===== src/rtl/uart_arb_defs.sv =====
// uart_arb_defs: shared definitions for the UART transmit arbiter.
//   arb_state_e      - arbiter FSM encodings (ST_IDLE / ST_HOLD / ST_WAIT)
//   DEF_HOLDOFF      - default cycles to ignore tx_ready after a write strobe
//   DEF_LOCK_TIMEOUT - default idle cycles before a stalled lock is dropped
package uart_arb_defs;

  typedef enum logic [1:0] {
    ST_IDLE = 2'd0,
    ST_HOLD = 2'd1,
    ST_WAIT = 2'd2
  } arb_state_e;

  localparam int DEF_HOLDOFF      = 2;
  localparam int DEF_LOCK_TIMEOUT = 1024;

endpackage


===== src/rtl/uart_rr_picker.sv =====
// uart_rr_picker: combinational NREQ-way round-robin selector.
//   req [NREQ-1:0] - request vector
//   ptr [IDXW-1:0] - last served index; search starts at ptr+1 and wraps
//   hit            - at least one request set
//   idx [IDXW-1:0] - first set request at or after ptr+1 (mod NREQ)
module uart_rr_picker #(
  parameter int NREQ = 4,
  parameter int IDXW = 2
) (
  input  logic [NREQ-1:0] req,
  input  logic [IDXW-1:0] ptr,
  output logic            hit,
  output logic [IDXW-1:0] idx
);

  logic [IDXW-1:0] pos;

  // Scan from the farthest candidate back to the nearest so the nearest
  // set request after ptr is the one left in idx.
  always_comb begin
    hit = 1'b0;
    idx = '0;
    pos = '0;
    for (int k = NREQ; k >= 1; k--) begin
      pos = IDXW'((int'(ptr) + k) % NREQ);
      if (req[pos]) begin
        hit = 1'b1;
        idx = pos;
      end
    end
  end

endmodule


===== src/rtl/uart_tx_arbiter.sv =====
// uart_tx_arbiter: shares one UartTx between NREQ byte-stream requesters.
// Round-robin arbitration with packet locking: a winner keeps the
// transmitter until it sends a byte flagged last, or until it stalls for
// LOCK_TIMEOUT idle cycles.
//   CLK, RST          - clock, synchronous active-high reset
//   req_valid/last    - per-requester byte valid and end-of-packet flag
//   req_data          - packed bytes, requester i at [8i+7:8i]
//   req_ack           - one-cycle accept pulse to the winning requester
//   tx_data, tx_we    - byte and write strobe to UartTx
//   tx_ready          - UartTx idle
//   grant_valid/idx   - lock held / current or last owner
//   lock_drop         - one-cycle pulse when a lock is released by timeout
module uart_tx_arbiter
  import uart_arb_defs::*;
#(
  parameter int NREQ         = 4,
  parameter int IDXW         = 2,
  parameter int HOLDOFF      = DEF_HOLDOFF,
  parameter int LOCK_TIMEOUT = DEF_LOCK_TIMEOUT
) (
  input  logic              CLK,
  input  logic              RST,
  input  logic [NREQ-1:0]   req_valid,
  input  logic [NREQ*8-1:0] req_data,
  input  logic [NREQ-1:0]   req_last,
  output logic [NREQ-1:0]   req_ack,
  output logic [7:0]        tx_data,
  output logic              tx_we,
  input  logic              tx_ready,
  output logic              grant_valid,
  output logic [IDXW-1:0]   grant_idx,
  output logic              lock_drop
);

  localparam int TOW = (LOCK_TIMEOUT > 0) ? $clog2(LOCK_TIMEOUT + 1) : 1;
  localparam int HW  = $clog2(HOLDOFF + 1);

  arb_state_e      state_q, state_d;
  logic [HW-1:0]   hold_cnt_q, hold_cnt_d;
  logic [TOW-1:0]  to_cnt_q, to_cnt_d;
  logic [IDXW-1:0] ptr_q, ptr_d;
  logic            last_q, last_d;
  logic            grant_valid_q, grant_valid_d;
  logic [IDXW-1:0] grant_idx_q, grant_idx_d;
  logic [NREQ-1:0] req_ack_q, req_ack_d;
  logic [7:0]      tx_data_q, tx_data_d;
  logic            tx_we_q, tx_we_d;
  logic            lock_drop_q, lock_drop_d;

  logic [NREQ-1:0] cand;
  logic            pick_hit;
  logic [IDXW-1:0] pick_idx;
  logic            issue;
  logic            timeout;

  // While locked only the owner may compete; a one-hot candidate vector
  // makes the picker return the owner regardless of ptr.
  always_comb begin
    cand = req_valid;
    if (grant_valid_q) begin
      cand = '0;
      cand[grant_idx_q] = req_valid[grant_idx_q];
    end
  end

  uart_rr_picker #(
    .NREQ (NREQ),
    .IDXW (IDXW)
  ) u_picker (
    .req (cand),
    .ptr (ptr_q),
    .hit (pick_hit),
    .idx (pick_idx)
  );

  assign issue = (state_q == ST_IDLE) && tx_ready && pick_hit;

  // State register
  always_ff @(posedge CLK) begin
    if (RST) begin
      state_q       <= ST_IDLE;
      hold_cnt_q    <= '0;
      to_cnt_q      <= '0;
      ptr_q         <= IDXW'(NREQ - 1);
      last_q        <= 1'b0;
      grant_valid_q <= 1'b0;
      grant_idx_q   <= '0;
      req_ack_q     <= '0;
      tx_data_q     <= '0;
      tx_we_q       <= 1'b0;
      lock_drop_q   <= 1'b0;
    end else begin
      state_q       <= state_d;
      hold_cnt_q    <= hold_cnt_d;
      to_cnt_q      <= to_cnt_d;
      ptr_q         <= ptr_d;
      last_q        <= last_d;
      grant_valid_q <= grant_valid_d;
      grant_idx_q   <= grant_idx_d;
      req_ack_q     <= req_ack_d;
      tx_data_q     <= tx_data_d;
      tx_we_q       <= tx_we_d;
      lock_drop_q   <= lock_drop_d;
    end
  end

  // Next-state: FSM, lock ownership, round-robin pointer, timeout
  always_comb begin
    state_d       = state_q;
    hold_cnt_d    = hold_cnt_q;
    to_cnt_d      = to_cnt_q;
    ptr_d         = ptr_q;
    last_d        = last_q;
    grant_valid_d = grant_valid_q;
    grant_idx_d   = grant_idx_q;
    timeout       = 1'b0;

    // The timeout counts only idle cycles where the owner has nothing to send.
    if (issue) begin
      to_cnt_d = '0;
    end else if ((LOCK_TIMEOUT != 0) && (state_q == ST_IDLE) && grant_valid_q &&
                 !req_valid[grant_idx_q]) begin
      if (to_cnt_q == TOW'(LOCK_TIMEOUT - 1)) begin
        timeout  = 1'b1;
        to_cnt_d = '0;
      end else begin
        to_cnt_d = to_cnt_q + 1'b1;
      end
    end

    case (state_q)
      ST_IDLE: begin
        if (issue) begin
          state_d       = ST_HOLD;
          hold_cnt_d    = '0;
          grant_valid_d = 1'b1;
          grant_idx_d   = pick_idx;
          last_d        = req_last[pick_idx];
        end else if (timeout) begin
          grant_valid_d = 1'b0;
          ptr_d         = grant_idx_q;
        end
      end
      // tx_ready may still read high for a few cycles after the strobe.
      ST_HOLD: begin
        if (hold_cnt_q == HW'(HOLDOFF - 1)) begin
          state_d = ST_WAIT;
        end else begin
          hold_cnt_d = hold_cnt_q + 1'b1;
        end
      end
      ST_WAIT: begin
        if (tx_ready) begin
          state_d = ST_IDLE;
          // End of packet: release, owner drops to lowest priority.
          if (last_q) begin
            grant_valid_d = 1'b0;
            ptr_d         = grant_idx_q;
          end
        end
      end
      default: state_d = ST_IDLE;
    endcase
  end

  // Outputs: strobes and the issued byte
  always_comb begin
    req_ack_d   = '0;
    tx_we_d     = 1'b0;
    tx_data_d   = tx_data_q;
    lock_drop_d = timeout;
    if (issue) begin
      req_ack_d[pick_idx] = 1'b1;
      tx_we_d             = 1'b1;
      tx_data_d           = req_data[pick_idx*8 +: 8];
    end
  end

  assign req_ack     = req_ack_q;
  assign tx_data     = tx_data_q;
  assign tx_we       = tx_we_q;
  assign grant_valid = grant_valid_q;
  assign grant_idx   = grant_idx_q;
  assign lock_drop   = lock_drop_q;

endmodule


===== config.mk =====
export PLATFORM = sky130hd
export DESIGN_NAME = uart_tx_arbiter
export DESIGN_NICKNAME = d
export VERILOG_FILES = /design/src/rtl/uart_arb_defs.sv /design/src/rtl/uart_rr_picker.sv /design/src/rtl/uart_tx_arbiter.sv
export SDC_FILE = /design/constraint.sdc
export NUM_CORES = 1
export LEC_CHECK = 0
export ABC_AREA = 1
export CAP_MARGIN = 30
export CORE_MARGIN = 2
export CORE_UTILIZATION = 51
export DETAILED_ROUTE_END_ITERATION = 7
export PLACE_DENSITY = 0.85
export SLEW_MARGIN = 20
export SYNTH_ARGS = -nofsm -noshare
export SYNTH_HDL_FRONTEND = slang
export SYNTH_SLANG_ARGS = --single-unit

===== constraint.sdc =====
create_clock -name CLK -period 5.25 [get_ports CLK]
set_input_delay 1.05 -clock CLK [delete_from_list [all_inputs] [get_ports CLK]]
set_output_delay 1.05 -clock CLK [all_outputs]
set_load 0.005 [all_outputs]

Word level (Yosys, flattened, before mapping)
Index checks and enable logic that the tools add are counted.
{"block": "totals", "reg_bits": 35, "input_bits": 43, "out_inout_bits": 17, "wordCells": 104}
{"block": "classes", "n_addsub": 6, "magnitude_cmp": 8, "n_eq_ne": 12, "shift": 1, "muxes": 47, "bitwise": 2, "reduce_logical": 17}
{"cell": "variable part select 32 x 6 -> 8 bit", "count": 1}
{"cell": "2-to-1 mux 2 bit", "count": 13}
{"cell": "2-to-1 mux 1 bit", "count": 20}
{"cell": "less-than comparator 2 x 3 -> 1 bit, second input constant", "count": 6}
{"cell": "inequality test 2 bit, second input constant", "count": 7}
{"cell": "binary-select mux 1 bit (select 2 bit)", "count": 6}
{"cell": "adder 11 x 1 -> 11 bit, second input constant", "count": 1}
{"cell": "== test 11 x 10 -> 1 bit, second input constant", "count": 1}
{"cell": "2-to-1 mux 11 bit", "count": 1}
{"cell": "one-hot mux 2 bit (2 select lines)", "count": 2}
{"cell": "adder 2 x 1 -> 2 bit, second input constant", "count": 3}
{"cell": "logical AND 1 bit", "count": 6}
{"cell": "one-hot mux 2 bit (3 select lines)", "count": 1}
{"cell": "AND reduction 3 bit", "count": 2}
{"cell": "AND reduction 5 bit", "count": 1}
{"cell": "adder 2 bit, second input constant", "count": 2}
{"cell": "AND 4 bit", "count": 1}
{"cell": "demux 1 bit (select 2 bit)", "count": 2}
{"cell": "== test 2 x 1 -> 1 bit, second input constant", "count": 2}
{"cell": "greater-or-equal comparator 2 x 1 -> 1 bit, second input constant", "count": 2}
{"cell": "2-to-1 mux 4 bit", "count": 1}
{"cell": "AND reduction 4 bit", "count": 1}
{"cell": "nonzero test 2 bit", "count": 2}
{"cell": "OR reduction 2 bit", "count": 2}
{"cell": "7 further kinds", "count": 7}

Logic depth before layout (Yosys ltp)
Gate-level depths: netlist of the first run.
{"block": "depth", "depth_word": 17, "mapped_depth": 18, "mapped_depth_nobuf": 17}

By module
From an unflattened synthesis of the first run, not the netlist that was laid out.
{"block": "unflattened", "hier_cells": 288, "hier_area_um2": 2048.2}
{"module": "uart_tx_arbiter", "instances": 1, "cells_per_inst": 237, "area_each_um2": 1801.7, "seq_area_each_um2": 700.7}
{"module": "uart_rr_picker", "instances": 1, "cells_per_inst": 51, "area_each_um2": 246.5, "seq_area_each_um2": 0.0}

Least setup slack after synthesis of the first run
Ideal clock, no wire load.
{"block": "synth_path", "path_kind": "input to register", "start": "input port req_valid[1]", "end": "register tx_data_q[1], in the netlist tx_data[1]", "setup_time_ns": 0.112, "t_arrival_ns": 2.172, "required_time_ns": 5.138, "path_slack_ns": 2.966, "path_stages": 16, "path_buffers": 1, "path_cell_list": "nand4_1 nand3_1 nand3_2 nand2_1 inv_2 nand2_4 nand2_2 nand2_4 nand2_4 buf_12 nand2_2 nand2_1 nand2_1 nand2_1 nand2_1 nand2_1"}
{"block": "synth_between", "elab_chain_len": 11, "word_cells_on_any_way": 22, "classes_between": "shift (1); mux (19); bitwise (1); reduce/logical (1)"}
{"item": "from (decl)", "line_no": "uart_tx_arbiter.sv:23", "rtl": "input logic [NREQ-1:0] req_valid,"}
{"item": "binary-select mux 1 bit (select 2 bit)", "line_no": "uart_tx_arbiter.sv:62", "rtl": "cand[grant_idx_q] = req_valid[grant_idx_q];"}
{"item": "2-to-1 mux 1 bit (not written as such)", "line_no": "uart_tx_arbiter.sv:62"}
{"item": "AND 4 bit (no line)"}
{"item": "2-to-1 mux 4 bit (*)", "line_no": "uart_tx_arbiter.sv:60", "rtl": "if (grant_valid_q) begin"}
{"item": "binary-select mux 1 bit (select 2 bit)", "line_no": "uart_rr_picker.sv:26", "rtl": "if (req[pos]) begin"}
{"item": "2-to-1 mux 1 bit (not written as such)", "line_no": "uart_rr_picker.sv:26"}
{"item": "2-to-1 mux 2 bit or 2-to-1 mux 1 bit (tied branches) (4 in series)", "line_no": "uart_rr_picker.sv:26"}
{"item": "variable part select 32 x 6 -> 8 bit or logical AND 1 bit (tied branches)", "line_no": "uart_tx_arbiter.sv:175, uart_tx_arbiter.sv:76"}
{"item": "to (signal assigned)", "line_no": "uart_tx_arbiter.sv:101", "rtl": "tx_data_q <= tx_data_d;"}
{"item": "to (decl)", "line_no": "uart_tx_arbiter.sv:46", "rtl": "logic [7:0] tx_data_q, tx_data_d;"}
Every way passes the cells marked *; elsewhere a longest branch is shown, timed or not. The select of a mux whose other input is x is not followed.
A chain may end at the register's enable or synchronous reset.

Worst setup path after layout of the first run
{"block": "layout_path", "start": "input port req_valid[2]", "end": "register tx_data_q[1], in the netlist tx_data[1]"}
Same word-level chain as after synthesis.

==> results.json, run 1 <==
{
  "path_max_fanout": 13,
  "design.core.area_um2": 4000,
  "startpoint_type": "input port",
  "fp-row-count": 23,
  "clockBufferDepth": 2,
  "syn_area_um2": 2110,
  "crit_top_cell": "nand2_1",
  "leakage_nw": 1.26,
  "path_cells": "clkdlybuf4s50_1 > nand4_1 > nand3_1 > nand3_1 > nand2_1 > nand4_1 > nand2_1 > inv_1 > nand2_1 > nand2_1 > nand2_1 > nand2_1",
  "fin_nets": 411,
  "cts_resized": 0,
  "drive_above_1_share": 0.139,
  "grt_max_degree": 22,
  "track_usage": 0.238,
  "max_stage_delay_ns": 0.51,
  "crit_buf_inv": 2,
  "drtIter0Drc": 86,
  "syn-mean-instance-area_um2": 6.80,
  "r2r_slack_ns": 2.92,
  "skew_ns": 0.00507,
  "portBuffers": 59,
  "top_level_ports": 60,
  "num_antenna_cells": 0,
  "cts_buffers": 5,
  "finalCriticalPeriod_ns": 2.96,
  "start_util": 0.529,
  "dpl_cell_area_um2": 2680,
  "max_slew_margin": 0.458,
  "place_inst": 409,
  "grt_pass1_vias": 1957,
  "grt_antenna_before_repair": 0,
  "crit_required_ns": 5.44,
  "async_flop_share": 0,
  "cp.arrival_ns": 3.15,
  "tightestPinTransition_ns": 0.810,
  "syn_inst": 311,
  "viasPerCell": 5.13,
  "peakVddDrop_mv": 0.189,
  "finalInstanceArea_um2": 2800,
  "crit_path_end_kind": "register",
  "cts_hold_buffers": 0,
  "cts_tree": "done",
  "grt.overflow.total": 0,
  "postCtsSetupBuffers": 0,
  "fp.dieH_um": 68.4,
  "grt_pass1_wl_um": 8370,
  "fmax_mhz": 338,
  "hold_path_class": "reg -> reg",
  "worstSetupPathType": "in -> reg",
  "utilization": 0.699,
  "die_w_um": 68.4,
  "ys.flop_type": "dfxtp_1",
  "synth.distinct_cells": 35,
  "hpwl_um": 3880,
  "rsz0062_at_grt": "false",
  "firstDrtPassIters": 4,
  "wire_per_inst_um": 12.4,
  "status": "finished clean",
  "dieArea_um2": 4680,
  "clk_pin_slew_ns": 0.08,
  "clock_tree.root_cell": "clkbuf_8",
  "tns_ns": 0,
  "layout.cells.non_filler": 417,
  "synth.ff_latch_count": 35,
  "cts_max_level": 2,
  "cts_num_sinks": 35,
  "finalSetupViolations": 0,
  "area_delta_synth_final_pct": 32.2,
  "num_vias": 2140,
  "ant_nets": 0,
  "synth_edf_count": 0,
  "yosysWarnings": 0,
  "gp_congestion": 0.858,
  "drc": 0,
  "drv_cap": 0,
  "p_per_area_nw_per_um2": 277,
  "finalCritPeriodShare": 0.564,
  "crit_slowest_cell": "clkdlybuf4s50_1",
  "synth_nets": 356,
  "ys_seq_area_frac": 0.331,
  "layout_commonest_cell": "nand2_1",
  "clock_latency_ns": 0.29,
  "final_cell_mix": "101 x nand2_1, 59 x clkdlybuf4s50_1, 36 x nand3_1, 35 x dfxtp_1, 26 x inv_1",
  "hold_viol_final": 0,
  "totalWireLength_um": 5150,
  "final-max-slew-violation-count": 0,
  "cp_top_family": "simple AND/OR/NAND/NOR gates"
}
[power by group]
part           total (mW)  internal, mW  switching, mW
Clock               0.244         0.141          0.103
Combinational       0.233         0.100          0.133
Sequential          0.298         0.284         0.0138
Total               0.776         0.526          0.250
[flip-flops by register name (all words and copies together), names as in the netlist, 2 cells and up]
| register | flops |
|---|---|
| to_cnt_q | 11 |
| tx_data | 8 |
| req_ack | 4 |
| grant_idx | 2 |
| hold_cnt_q | 2 |
| ptr_q | 2 |
| state_q | 2 |
[final timing paths]
kind / startpoint / to / cells after the start
worst min register to register: tx_data[7]$_SDFFE_PP0P_ / tx_data[7]$_SDFFE_PP0P_ / 2
worst max-delay path: req_valid[2] / tx_data[1]$_SDFFE_PP0P_ / 12
worst min-delay path: tx_data[7]$_SDFFE_PP0P_ / tx_data[7]$_SDFFE_PP0P_ / 2
worst max register to register: ptr_q[0]$_SDFFE_PP1P_ / tx_data[1]$_SDFFE_PP0P_ / 11
[per-layer routing]
layer | GRT usage | vias up | share of wire
li1 | - | 1111 | -
met1 | 0.298 | 966 | 0.45
met2 | 0.405 | 59 | 0.49
met3 | 0.0378 | 4 | 0.046
met4 | 0.0950 | 0 | 0.0089
met5 | 0 | - | 0
[layout make-up]
class                           count  area [um^2]
Tap cell                           50         62.6
Sequential cell                    35          701
Multi-Input combinational cell    233         1210
Clock buffer                        5         68.8
Clock inverter                      3         43.8
Timing Repair Buffer               59          591
Inverter                           32          120
Fill cell                         331         1200
[metrics by stage]
| step | hold WS [ns] | total power, mW | setup slack (ns) |
|---|---|---|---|
| floorplan | 0.427 | 0.463 | 2.97 |
| global route | 0.488 | 0.823 | 2.07 |
| finish | 0.462 | 0.776 | 2.29 |
| global placement | 0.436 | 0.533 | 2.07 |
| detailed placement | 0.439 | 0.537 | 1.99 |
| CTS | 0.461 | 0.781 | 2.29 |
[cell usage after synthesis, types with 2 or more instances]
cell / count / area share
and3_1: 2 / 0.0059
o21ai_0: 11 / 0.026
buf_4: 2 / 0.0071
xor2_1: 2 / 0.0083
nor3_1: 4 / 0.0095
buf_2: 6 / 0.014
nand3_1: 36 / 0.085
nand2_2: 19 / 0.056
a211oi_1: 3 / 0.011
nor3_4: 2 / 0.015
dfxtp_1: 35 / 0.33
nand3_2: 3 / 0.014
nand2_4: 4 / 0.021
o21ai_1: 2 / 0.0047
ha_1: 2 / 0.012
nand4_1: 6 / 0.018
nor2_1: 18 / 0.032
nand2_1: 101 / 0.18
inv_2: 6 / 0.011
o21ai_2: 2 / 0.0083
a21oi_1: 6 / 0.014
inv_1: 26 / 0.046
[worst min-delay path, cell delays in order, from the launching register on]
cell	delay, ns
dfxtp_1	0.31
nand2_1	0.06
nand2_1	0.05
[cell families after synthesis]
group,after synthesis,share of synthesized area
AOI/OAI and AO/OA,26,0.0722
xor gates and xnor gates,3,0.0160
adders and majority gates,2,0.0118
buffers and inverters,43,0.0964
DFF,35,0.331
and+or+nand+nor,202,0.472
No activity file was read; power rests on OpenSTA's default activity.
==> inputs of run 2 (changes only) <==
Settings changed: CORE_UTILIZATION 51 to 43, PLACE_DENSITY 0.85 to 0.76.
Clock period 5.25 ns to 2.7 ns, I/O delays scaled along.
==> run 2 against run 1 <==
  * First-iteration DRC count is 3.5% lower
  * Final cell count is 5.5% higher
  * Sequential power is 94% higher
  * Highest routed layer unchanged
  * Clock power is 53% higher
==> results.json, run 2 (synthesized netlist as in run 1, its figures left out) <==
{
  "cts_hold_buffers": 0,
  "rsz0062_at_grt": "false",
  "use_met1": 0.267,
  "p_per_area_nw_per_um2": 502,
  "layout_commonest_cell": "nand2_1",
  "peakVddDrop_mv": 0.246,
  "fmax_mhz": 453,
  "dpl_cell_area_um2": 2750,
  "fp-row-count": 25,
  "total_power_mw": 1.42,
  "crit_path_end_kind": "register",
  "cts_max_level": 2,
  "drv_cap": 0,
  "design.core.area_um2": 4720,
  "finalCriticalPeriod_ns": 2.21,
  "place_inst": 432,
  "cts_num_sinks": 35,
  "track_usage": 0.203,
  "hold_path_class": "reg -> reg",
  "reg2regPathDepth": 14,
  "ant_nets": 0,
  "grt_use_met3": 0.0285,
  "utilization": 0.600,
  "num_antenna_cells": 0,
  "clockBufferDepth": 2,
  "cts_resized": 0,
  "finalInstanceArea_um2": 2840,
  "cts_buffers": 5,
  "grt.overflow.total": 0,
  "finalCritPeriodShare": 0.818,
  "portBuffers": 59,
  "drc": 0,
  "fp.dieH_um": 74.1,
  "fin_nets": 417,
  "path_max_fanout": 21,
  "cp.arrival_ns": 2.44,
  "worstSetupPathType": "in -> reg",
  "viasPerCell": 4.95,
  "postCtsSetupBuffers": 0,
  "timing.final.ws_setup_ns": 0.492,
  "status": "finished clean",
  "top_level_ports": 60,
  "grt_pass1_wl_um": 8720,
  "wire_per_inst_um": 11.8,
  "final_cell_mix": "101 x nand2_1, 59 x clkdlybuf4s50_1, 36 x nand3_1, 35 x dfxtp_1, 26 x inv_1",
  "min_path_cells": 2,
  "busiest_layer": "met2",
  "grt_max_degree": 22,
  "drtIter0Drc": 83,
  "hold-worst-slack_ns": 0.455,
  "largest_reg_flops": 11,
  "clock_tree.root_cell": "clkbuf_8",
  "skew_ns": 0.00419,
  "totalWireLength_um": 5180,
  "clk_pin_slew_ns": 0.07,
  "grt.met2_usage": 0.325,
  "fillCellCount": 463,
  "grt_pass1_vias": 2033,
  "crit_required_ns": 2.94,
  "finalSetupViolations": 0,
  "cts_tree": "done",
  "leakage_nw": 1.28,
  "layout.cells.non_filler": 440,
  "grt_antenna_before_repair": 0,
  "start_util": 0.448,
  "gp_congestion": 0.891,
  "dieArea_um2": 5490,
  "die_w_um": 74.1,
  "top_register": "to_cnt_q",
  "hpwl_um": 4000,
  "hold_viol_final": 0,
  "max_slew_margin": 0.700,
  "clock_latency_ns": 0.29,
  "num_vias": 2180,
  "drive_above_1_share": 0.150,
  "tightestPinTransition_ns": 0.450,
  "area_delta_synth_final_pct": 34.1,
  "firstDrtPassIters": 4,
  "tns_ns": 0,
  "place_ws_ns": 0.212,
  "final-max-slew-violation-count": 0,
  "startpoint_type": "input port"
}
-- run 2: changes by cell type in the layout (fill, tap and decap cells not counted) --
cell / change
clkinvlp_4: +1
buf_4: +6
bufinv_16: -1
clkinv_4: -1
clkbuf_1: +1
-- run 2: area by class of cell --
cell class / count / area (um^2) / share of cell area
inverter: 32 / 120 / 0.0424
timing repair buffer: 65 / 636 / 0.224
multi-input combinational: 233 / 1210 / 0.427
clock inverter: 2 / 12.5 / 0.00441
sequential: 35 / 701 / 0.247
tap: 67 / 83.8 / 0.0296
clock buffer: 6 / 72.6 / 0.0256
-- run 2: worst paths after layout --
| kind | startpoint | end | slack, ns |
|---|---|---|---|
| worst max-delay path | req_valid[1] | tx_data[2]$_SDFFE_PP0P_ | 0.49 |
| worst min-delay path | tx_data[6]$_SDFFE_PP0P_ | tx_data[6]$_SDFFE_PP0P_ | 0.46 |
| worst max register to register | grant_idx[1]$_SDFFE_PP0P_ | tx_data[2]$_SDFFE_PP0P_ | 0.59 |
| worst min register to register | tx_data[6]$_SDFFE_PP0P_ | tx_data[6]$_SDFFE_PP0P_ | 0.46 |
-- run 2: metal layers --
| metal | vias to the layer above | wire length, um |
|---|---|---|
| met5 | - | 0 |
| met4 | 0 | 140 |
| met3 | 14 | 228 |
| met2 | 66 | 2500 |
| met1 | 977 | 2310 |
| li1 | 1123 | - |
-- run 2: power breakdown --
part | internal, mW | switching, mW
Sequential | 0.553 | 0.0265
Clock | 0.180 | 0.193
Combinational | 0.209 | 0.261
-- run 2: critical path, stage by stage --
cell and delay (ns):
clkdlybuf4s50_1 0.50, nand4_1 0.15, nand3_1 0.14, nand3_2 0.10, nand2_1 0.09, inv_2 0.04, nand2_4 0.06, nand3_4 0.13
nand2_4 0.30, nand2_2 0.06, nand2_1 0.08, nand2_1 0.05, nand2_1 0.09, nand2_1 0.06, nand2_1 0.05
